**config.mk**
```make
export PLATFORM = sky130hd
export DESIGN_NAME = pc_sequencer
export DESIGN_NICKNAME = d
export VERILOG_FILES = /design/src/rtl/pc_seq_pkg.sv /design/src/rtl/return_stack.sv /design/src/rtl/pc_sequencer.sv
export SDC_FILE = /design/constraint.sdc
export NUM_CORES = 1
export LEC_CHECK = 0
export ABC_CLOCK_PERIOD_IN_PS = 2500
export BUFFER_PORTS_ARGS = -buffer_cell sky130_fd_sc_hd__buf_4
export CAP_MARGIN = 20
export CORE_MARGIN = 1.5
export CORE_UTILIZATION = 48
export DETAILED_ROUTE_END_ITERATION = 7
export HOLD_SLACK_MARGIN = 0.03
export PLACE_DENSITY = 0.78
export SYNTH_ARGS = -nofsm -noshare
export SYNTH_HDL_FRONTEND = slang
export SYNTH_SLANG_ARGS = --single-unit
```
**constraint.sdc**
```tcl
create_clock -name clock -period 2.5 [get_ports clock]
set_input_delay 0.125 -clock clock [delete_from_list [all_inputs] [get_ports clock]]
set_output_delay 0.125 -clock clock [all_outputs]
set_load 0.05 [all_outputs]
```
**src/rtl/pc_seq_pkg.sv**
```systemverilog
// rtl/pc_seq_pkg.sv - state encoding and default parameters shared by pc_sequencer and return_stack
package pc_seq_pkg;

    typedef enum logic [1:0] {
        BOOT     = 2'd0,
        FETCH    = 2'd1,
        REDIRECT = 2'd2,
        HALT     = 2'd3
    } seq_state_t;

    localparam logic [31:0] DEFAULT_RESET_IP  = 32'h0000_0000;
    localparam int          DEFAULT_RAS_DEPTH = 4;

endpackage

```
**src/rtl/return_stack.sv**
```systemverilog
// rtl/return_stack.sv - circular return-address stack; a push when full overwrites the oldest entry
module return_stack
    import pc_seq_pkg::*;
#(
    parameter int DEPTH = DEFAULT_RAS_DEPTH
) (
    input  logic        clock,
    input  logic        reset,
    input  logic        push,
    input  logic        pop,
    input  logic [31:0] push_data,
    output logic [31:0] top,
    output logic        empty
);

    localparam int PW = $clog2(DEPTH);
    localparam int CW = $clog2(DEPTH + 1);

    logic [31:0]   mem [DEPTH];
    logic [PW-1:0] ptr;
    logic [CW-1:0] count;
    logic [PW-1:0] top_idx;
    logic          full;

    assign top_idx = ptr - PW'(1);
    assign full    = (count == CW'(DEPTH));
    assign empty   = (count == '0);
    assign top     = mem[top_idx];

    // Pop-then-push on a non-empty stack collapses to rewriting the top entry.
    always_ff @(posedge clock or negedge reset) begin
        if (!reset) begin
            ptr   <= '0;
            count <= '0;
            for (int i = 0; i < DEPTH; i++) begin
                mem[i] <= '0;
            end
        end else if (pop && push && !empty) begin
            mem[top_idx] <= push_data;
        end else if (push) begin
            mem[ptr] <= push_data;
            ptr      <= ptr + PW'(1);
            if (!full) begin
                count <= count + CW'(1);
            end
        end else if (pop && !empty) begin
            ptr   <= top_idx;
            count <= count - CW'(1);
        end
    end

endmodule

```
**src/rtl/pc_sequencer.sv**
```systemverilog
// rtl/pc_sequencer.sv - fetch IP sequencer with branch redirect, flush and halt
// Optional return-address stack enabled by defining PC_SEQ_RAS_EN.
module pc_sequencer
    import pc_seq_pkg::*;
#(
    parameter logic [31:0] RESET_IP  = DEFAULT_RESET_IP,
    parameter int          RAS_DEPTH = DEFAULT_RAS_DEPTH
) (
    input  logic        clock,
    input  logic        reset,
    output logic        io_fetch_valid,
    input  logic        io_fetch_ready,
    output logic [31:0] io_fetch_ip,
    input  logic        io_stall,
    input  logic        io_br_valid,
    input  logic        io_br_taken,
    input  logic [31:0] io_br_ip,
    input  logic [31:0] io_br_imm,
    input  logic        io_call,
    input  logic        io_ret,
    input  logic        io_halt,
    output logic        io_flush,
    output logic        io_halted
);

    seq_state_t  state, state_next;
    logic [31:0] ip, ip_next;
    logic [31:0] target, offset_target;
    logic        taken, redirect;

    assign taken         = io_br_valid & io_br_taken;
    assign offset_target = io_br_ip + io_br_imm;
    // A taken branch only redirects while the front end is live and not halting.
    assign redirect      = taken & ~io_halt & ((state == FETCH) | (state == REDIRECT));
    assign io_flush      = redirect;
    assign io_fetch_ip   = ip;

`ifdef PC_SEQ_RAS_EN
    logic        ras_empty;
    logic [31:0] ras_top;

    assign target = (io_ret && !ras_empty) ? ras_top : offset_target;

    return_stack #(
        .DEPTH(RAS_DEPTH)
    ) u_ras (
        .clock    (clock),
        .reset    (reset),
        .push     (redirect & io_call),
        .pop      (redirect & io_ret),
        .push_data(io_br_ip + 32'd1),
        .top      (ras_top),
        .empty    (ras_empty)
    );
`else
    localparam int unused_ras_depth = RAS_DEPTH;
    logic          unused_ras;

    assign unused_ras = io_call ^ io_ret;
    assign target     = offset_target;
`endif

    always_ff @(posedge clock or negedge reset) begin
        if (!reset) begin
            state <= BOOT;
            ip    <= RESET_IP;
        end else begin
            state <= state_next;
            ip    <= ip_next;
        end
    end

    always_comb begin
        state_next     = state;
        ip_next        = ip;
        io_fetch_valid = 1'b0;
        io_halted      = 1'b0;
        unique case (state)
            BOOT: begin
                state_next = FETCH;
            end
            FETCH: begin
                io_fetch_valid = 1'b1;
                if (io_halt) begin
                    state_next = HALT;
                end else if (taken) begin
                    ip_next    = target;
                    state_next = REDIRECT;
                end else if (io_fetch_ready && !io_stall) begin
                    ip_next = ip + 32'd1;
                end
            end
            REDIRECT: begin
                if (io_halt) begin
                    state_next = HALT;
                end else if (taken) begin
                    ip_next = target;
                end else begin
                    state_next = FETCH;
                end
            end
            HALT: begin
                io_halted = 1'b1;
            end
            default: begin
                state_next = BOOT;
            end
        endcase
    end

endmodule
```
==> out/metrics.yaml, run 1 <==
routing:
  ant_nets: 0
  wl_per_cell_um: 14.9
  wl_mm: 10.7
  drtIter0Drc: 236
  vias_per_cell: 6.01
  dr.pass1.iters: 5
  via_count: 4330
  drc: 0
cells_and_area:
  antenna_cells: 0
  synthToLayoutAreaGrowth_pct: 30.0
  drive_gt1_frac: 0.248
  layout_commonest_cell: "buf_4"
  fin_nets: 727
  mostFrequentLayoutCells: "127 x buf_4, 87 x a21oi_1, 56 x nand2_1"
timing:
  rsz0062_at_grt: "no"
  fin_crit_sh: 0.933
  slew_headroom: 0.684
  final-hold-violation-count: 0
  worst_pin_slew_ns: 0.471
  fin_tns_setup_ns: 0
  drv_slew: 0
  finalClockSkew_ns: 0.00487
  fin_crit_ns: 2.33
  holdWs_ns: 0.188
  finalSetupViolations: 0
  fmax_mhz: 429
clocking:
  cts.sinks: 34
  cts_setup_buffers: 0
  cts_tree: "yes"
  clk_pin_slew_ns: 0.07
  htreeDepth: 2
  clock_path_buffers: 2
  cts_buffers: 5
  cts_root_buf: "clkbuf_8"
  clk_latency_ns: 0.28
setup_path:
  reg2reg_to: "io_fetch_ip[30]"
  worst-setup-path-type: "reg2reg"
  crit_required_ns: 2.65
  reg2reg_from: "io_fetch_ip[0]"
  worst-path-max-fanout: 7
  critPathLaunch: "io_fetch_ip[0]"
  worstPathArrival_ns: 2.49
  r2r_setup_slack_ns: 0.17
  reg2reg_depth: 8
  cp-start-kind: "register"
  cp-end-kind: "register"
floorplan:
  num_io_pins: 108
  initial_core_util: 0.491
  coreArea_um2: 7690
  dieArea_um2: 8410
  die_y_um: 91.7
  rows: 32
  die_width_um: 91.7
grt:
  first_global_vias: 4073
  grtUsageTotal: 0.258
  grt_max_degree: 41
  grt_pass1_wl_mm: 17.9
  antenna_found_initial: 0
  gr-total-overflow: 0
pwr:
  p_leak_nw: 2.25
  ir_worst_vdd_mv: 0.519
  p_per_area_nw_per_um2: 948
yosys:
  synth_edf_count: 0
  synth.avg_cell_area_um2: 7.52
  seq_area_frac_synth: 0.225
  syn_area_um2: 3770
  synthArstFlopShare: 1.00
  synthCells: 502
  yosys_warnings: 0
  ys.flop_type: "dfrtp_1"
  syn_nets: 612
  ys_types: 60
  ys_ff_latch: 34
worst_hold_path:
  worstHoldStart: "io_br_imm[0]"
  hp-class: "in2reg"
  min_path_cells: 4
  hold_path_end: "io_fetch_ip[0]"
place:
  io_buffers: 105
  dp_hpwl_mm: 8.36
  gp_congestion: 0.886
run_status:
  status: "complete, no violations"
run:
  drv_cap: 0
## critical path: stages (launching register included)
cell	delay (ns)
dfrtp_2	0.42
ha_1	0.21
nand3_1	0.12
or2_2	0.39
nor4_4	0.30
and3_2	0.25
a21oi_1	0.08
o32ai_1	0.30
o211ai_1	0.13
## cells by family (layout without fill, tap and decap cells)
logic type                 after synthesis  in the layout  synth area share
AOI/OAI and AO/OA                      192            192             0.308
DFF                                     34             34             0.225
adders and majority gates               37             37             0.125
and+or+nand+nor                        180            180             0.242
xor gates and xnor gates                25             25            0.0580
muxes                                    2              2           0.00530
buffers and inverters                   32            148            0.0365
## final cells by class
cell class / count / area (µm²)
fillers: 711 / 2780
flip-flops and latches: 34 / 852
multi-input cells: 436 / 2810
repair buffers: 129 / 983
well taps: 102 / 128
clock buffers: 7 / 86.3
clock inverters: 1 / 5.00
inverters: 11 / 41.3
## layer usage
layer  up-vias  part of all wire  routed length [µm]  GRT usage
met5         -                 0                   0          0
met4         0             0.016                 173     0.0859
met3        21             0.060                 645     0.0323
met2       162              0.49                5230      0.439
met1      2031              0.44                4700      0.339
li1       2116                 -                   -          -
## power breakdown
| group | switching [mW] | total [mW] | internal (mW) |
|---|---|---|---|
| Combinational | 2.01 | 3.04 | 1.04 |
| Clock | 0.199 | 0.421 | 0.222 |
| Sequential | 0.359 | 1.19 | 0.827 |
## cell usage after synthesis, types with 2 or more instances
| cell | instances | area [µm²] |
|---|---|---|
| a21oi_1 | 87 | 435 |
| nand2_1 | 56 | 210 |
| nor2_1 | 41 | 154 |
| ha_1 | 36 | 450 |
| dfrtp_1 | 34 | 851 |
| o21ai_0 | 32 | 160 |
| nand3_1 | 25 | 125 |
| o22ai_1 | 15 | 93.8 |
| xnor2_1 | 15 | 131 |
| clkbuf_1 | 14 | 52.6 |
| a21o_1 | 12 | 90.1 |
| inv_1 | 11 | 41.3 |
| xor2_1 | 10 | 87.6 |
| nand4_1 | 9 | 56.3 |
| nor3_1 | 9 | 45.0 |
| a31oi_1 | 6 | 37.5 |
| and4_1 | 6 | 52.6 |
| and3_1 | 5 | 31.3 |
| and3_2 | 5 | 37.5 |
| o211ai_1 | 5 | 37.5 |
| buf_2 | 4 | 20.0 |
| nand2b_1 | 4 | 25.0 |
| o21a_1 | 4 | 30.0 |
| o21bai_1 | 4 | 30.0 |
| or3_1 | 4 | 25.0 |
| a211oi_1 | 3 | 22.5 |
| a32oi_1 | 3 | 26.3 |
| nor4_1 | 3 | 18.8 |
| o31ai_1 | 3 | 22.5 |
| a22oi_1 | 2 | 15.0 |
| mux2i_1 | 2 | 20.0 |
| nand3b_1 | 2 | 15.0 |
| nor4_2 | 2 | 25.0 |
| o22a_1 | 2 | 17.5 |
| or2_2 | 2 | 12.5 |
## sequential cells by signal, indices dropped and copies added, names as in the netlist
| signal | flops |
|---|---|
| io_fetch_ip | 32 |
| state | 2 |
## worst max-delay path by stage
stage / slack (ns) / to / cells after the start
after floorplan: 0.003 / io_fetch_ip[30] / 8
after global placement: 0.07 / io_fetch_ip[30] / 12
after global routing: 0.003 / io_fetch_ip[30] / 8
after detailed placement: 0.005 / io_fetch_ip[30] / 12
final: 0.17 / io_fetch_ip[30] / 8
after CTS: 0.12 / io_fetch_ip[28] / 8
## metrics by stage
step,total power [mW],instance area (µm²),cells,util,setup slack [ns]
2_1_floorplan,3.22,3780,502,-,0.00335
3_3_place_gp,4.13,4790,711,0.623,0.0736
3_5_place_dp,4.20,4790,711,0.623,0.00541
4_1_cts,4.63,4890,720,0.636,0.118
5_1_grt,4.95,4910,720,0.638,0.00296
6_report,4.65,4910,720,0.638,0.168
## what timing repair did
| item | CTS | global route |
|---|---|---|
| gates resized for setup | 0 | 2 |
| endpoints found under the setup margin | 0 | 3 |
| hold buffers | 1 | 0 |
| endpoints found under the hold margin | 34 | 0 |
Note: power is estimated with default switching activity, not from simulation.
==> run 2: changes to the inputs <==
--- a/config.mk
+++ b/config.mk
@@ -9,10 +9,12 @@
 export BUFFER_PORTS_ARGS = -buffer_cell sky130_fd_sc_hd__buf_4
 export CAP_MARGIN = 20
 export CORE_MARGIN = 1.5
-export CORE_UTILIZATION = 48
+export CORE_UTILIZATION = 49
+export CTS_BUF_LIST = sky130_fd_sc_hd__clkbuf_8
 export DETAILED_ROUTE_END_ITERATION = 7
 export HOLD_SLACK_MARGIN = 0.03
-export PLACE_DENSITY = 0.78
+export MAX_ROUTING_LAYER = met4
+export PLACE_DENSITY = 0.79
 export SYNTH_ARGS = -nofsm -noshare
 export SYNTH_HDL_FRONTEND = slang
 export SYNTH_SLANG_ARGS = --single-unit
==> run 2 against run 1 <==
  * Hold slack worse by 0.013 ns
  * Count of clock-buffer cells in the layout shrank 2
  * Largest cell class unchanged
  * Highest routed layer unchanged
  * Power decreased by 0.90%
  * Flip-flop and latch count unchanged
  * Via count down 0.65%
  * Combinational power barely moved
  * Cell count fell by 0.97%
  * Utilization increased by 2.3 points
  * Non-clock buffer count decreased by 4
  * Maximum frequency up 1.9%
  * Sequential power barely moved
  * Worst setup slack better by 0.043 ns
==> out/metrics.yaml, run 2 (synthesis gave the netlist of run 1 again) <==
pwr:
  power.switching_mw: 2.57  # about the same
  p_int_mw: 2.04  # -2.0%
  ir_worst_vdd_mv: 0.481  # -7.2%
  p_leak_nw: 2.24  # -0.49%
  p_clk_frac: 0.083  # -0.007
  total_power_mw: 4.61  # -0.90%
  combPwrFrac: 0.657  # +0.002
  seqPwrFrac: 0.259  # +0.004
  p_per_area_nw_per_um2: 946  # -0.24%
  swShare: 0.557  # +0.00503
grt:
  grt_pass1_wl_mm: 18.0  # about the same
  grt_max_degree: 44  # +7.3%
  gr-total-overflow: 0  # unchanged
  grtUsageTotal: 0.268  # +0.00960
  first_global_vias: 3888  # -4.5%
  antenna_found_initial: 0  # unchanged
setup_path:
  worst-path-max-fanout: 7  # unchanged
  worst-setup-path-type: "reg2reg"
  cp-start-kind: "register"
  cp-end-kind: "register"
  worstPathArrival_ns: 2.45  # -0.04 ns
  crit_required_ns: 2.66  # about the same
timing:
  final-hold-violation-count: 0  # unchanged
  worst_pin_slew_ns: 0.466  # -0.00519 ns
  fin_ws_ns: 0.212  # +0.0434 ns
  finalSetupViolations: 0  # unchanged
  slew_headroom: 0.687  # +0.00349
  drv_slew: 0  # unchanged
  fmax_mhz: 437  # +1.9%
  rsz0062_at_grt: "no"
  holdWs_ns: 0.175  # -0.0133 ns
  finalClockSkew_ns: 0.00588  # +0.00100 ns
  fin_crit_ns: 2.29  # -0.0434 ns
  fin_crit_sh: 0.915  # -0.0174
  fin_tns_setup_ns: 0  # unchanged
clocking:
  clk_latency_ns: 0.29  # about the same
  clock_path_buffers: 2  # unchanged
  cts.sinks: 34  # unchanged
  cts_buffers: 5  # unchanged
  clk_pin_slew_ns: 0.07  # about the same
  cts_tree: "yes"
  htreeDepth: 2  # unchanged
  cts_root_buf: "clkbuf_8"
place:
  dp_slack_ns: 0.0253  # +0.0199 ns
  dpl-instance-area_um2: 4770  # -0.44%
  place_inst: 704  # -0.98%
  gp_congestion: 0.867  # -2.2%
  io_buffers: 105  # unchanged
  dp_hpwl_mm: 8.29  # -0.83%
floorplan:
  num_io_pins: 108  # unchanged
  rows: 31  # -3.1%
  dieArea_um2: 8240  # -2.0%
  die_width_um: 90.8  # -0.99%
  die_y_um: 90.8  # -0.99%
  initial_core_util: 0.512  # +0.0212
  coreArea_um2: 7370  # -4.1%
cells_and_area:
  final_cells: 713  # -0.97%
  fin_nets: 723  # -0.55%
  drive_gt1_frac: 0.239  # -0.00816
  final_core_util: 0.661  # +0.0231
  antenna_cells: 0  # unchanged
  n_fill_cell: 659  # -7.3%
  largest_reg_flops: 32  # unchanged
  mostFrequentLayoutCells: "122 x buf_4, 87 x a21oi_1, 56 x nand2_1"
  final_cell_area_um2: 4870  # -0.66%
  synthToLayoutAreaGrowth_pct: 29.1
  layout_commonest_cell: "buf_4"
routing:
  wl_mm: 10.7  # -0.37%
  drc: 0  # unchanged
  drtIter0Drc: 350  # +48%
  via_count: 4302  # -0.65%
  vias_per_cell: 6.03  # +0.33%
  dr.pass1.iters: 5  # unchanged
  ant_nets: 0  # unchanged
  wl_per_cell_um: 15.0  # +0.61%
run:
  drv_cap: 0  # unchanged
run_status:
  status: "complete, no violations"
worst_hold_path:
  hp-class: "in2reg"
## run 2: cell count changes in the layout (fill, tap and decap cells not counted)
cell	before	now
buf_4	127	122
clkinv_2	1	0
buf_12	1	2
clkbuf_1	1	0
clkbuf_8	6	5
inv_1	11	14
## run 2: worst paths after layout
kind / startpoint / endpoint / slack, ns / cells after the start
max in group asynchronous: reset / io_fetch_ip[0] / 1.84 / 2
min: io_br_imm[0] / io_fetch_ip[0] / 0.17 / 4
max reg2reg: io_fetch_ip[7] / io_fetch_ip[30] / 0.21 / 7
min in group asynchronous: reset / io_fetch_ip[31] / 0.33 / 2
max: io_fetch_ip[7] / io_fetch_ip[30] / 0.21 / 7
min reg2reg: io_fetch_ip[25] / io_fetch_ip[25] / 0.58 / 2
## run 2: power by group through the flow
| stage | Combinational [mW] | Clock (mW) | Sequential, mW |
|---|---|---|---|
| finish | 3.03 | 0.384 | 1.20 |
| global route | 3.26 | 0.416 | 1.24 |
| CTS | 3.01 | 0.387 | 1.18 |
| detailed placement | 3.01 | 0 | 1.19 |
| global placement | 2.95 | 0 | 1.17 |
| floorplan | 1.20 | 0 | 2.02 |
## run 2: critical path, stage by stage, from the launching register on
cell and delay (ns):
dfrtp_1 0.48, nand4_2 0.17, or3_1 0.49, nor4_4 0.30, and3_2 0.26, a21oi_1 0.08
o32ai_1 0.26, o211ai_1 0.13
## run 2: repair_timing
item,4_1_cts,5_1_grt
endpoints found under the hold margin,34,0
resized for setup,0,2
hold buffers,1,0
buffers inserted,0,0
endpoints found under the setup margin,0,1
## run 2: cell type report
| cell class | instances | area, µm² | share of cell area |
|---|---|---|---|
| clock inverter | 3 | 11.3 | 0.00231 |
| sequential | 34 | 852 | 0.175 |
| clock buffer | 5 | 68.8 | 0.0141 |
| timing repair buffer | 125 | 966 | 0.198 |
| tap | 99 | 124 | 0.0254 |
| multi-input combinational | 436 | 2810 | 0.577 |
| inverter | 11 | 41.3 | 0.00847 |
## run 2: metal layers
| metal | track usage | wire [µm] |
|---|---|---|
| met1 | 0.358 | 4770 |
| met2 | 0.425 | 5150 |
| met3 | 0.0362 | 635 |
| met4 | 0.0742 | 152 |
| met5 | - | 0 |
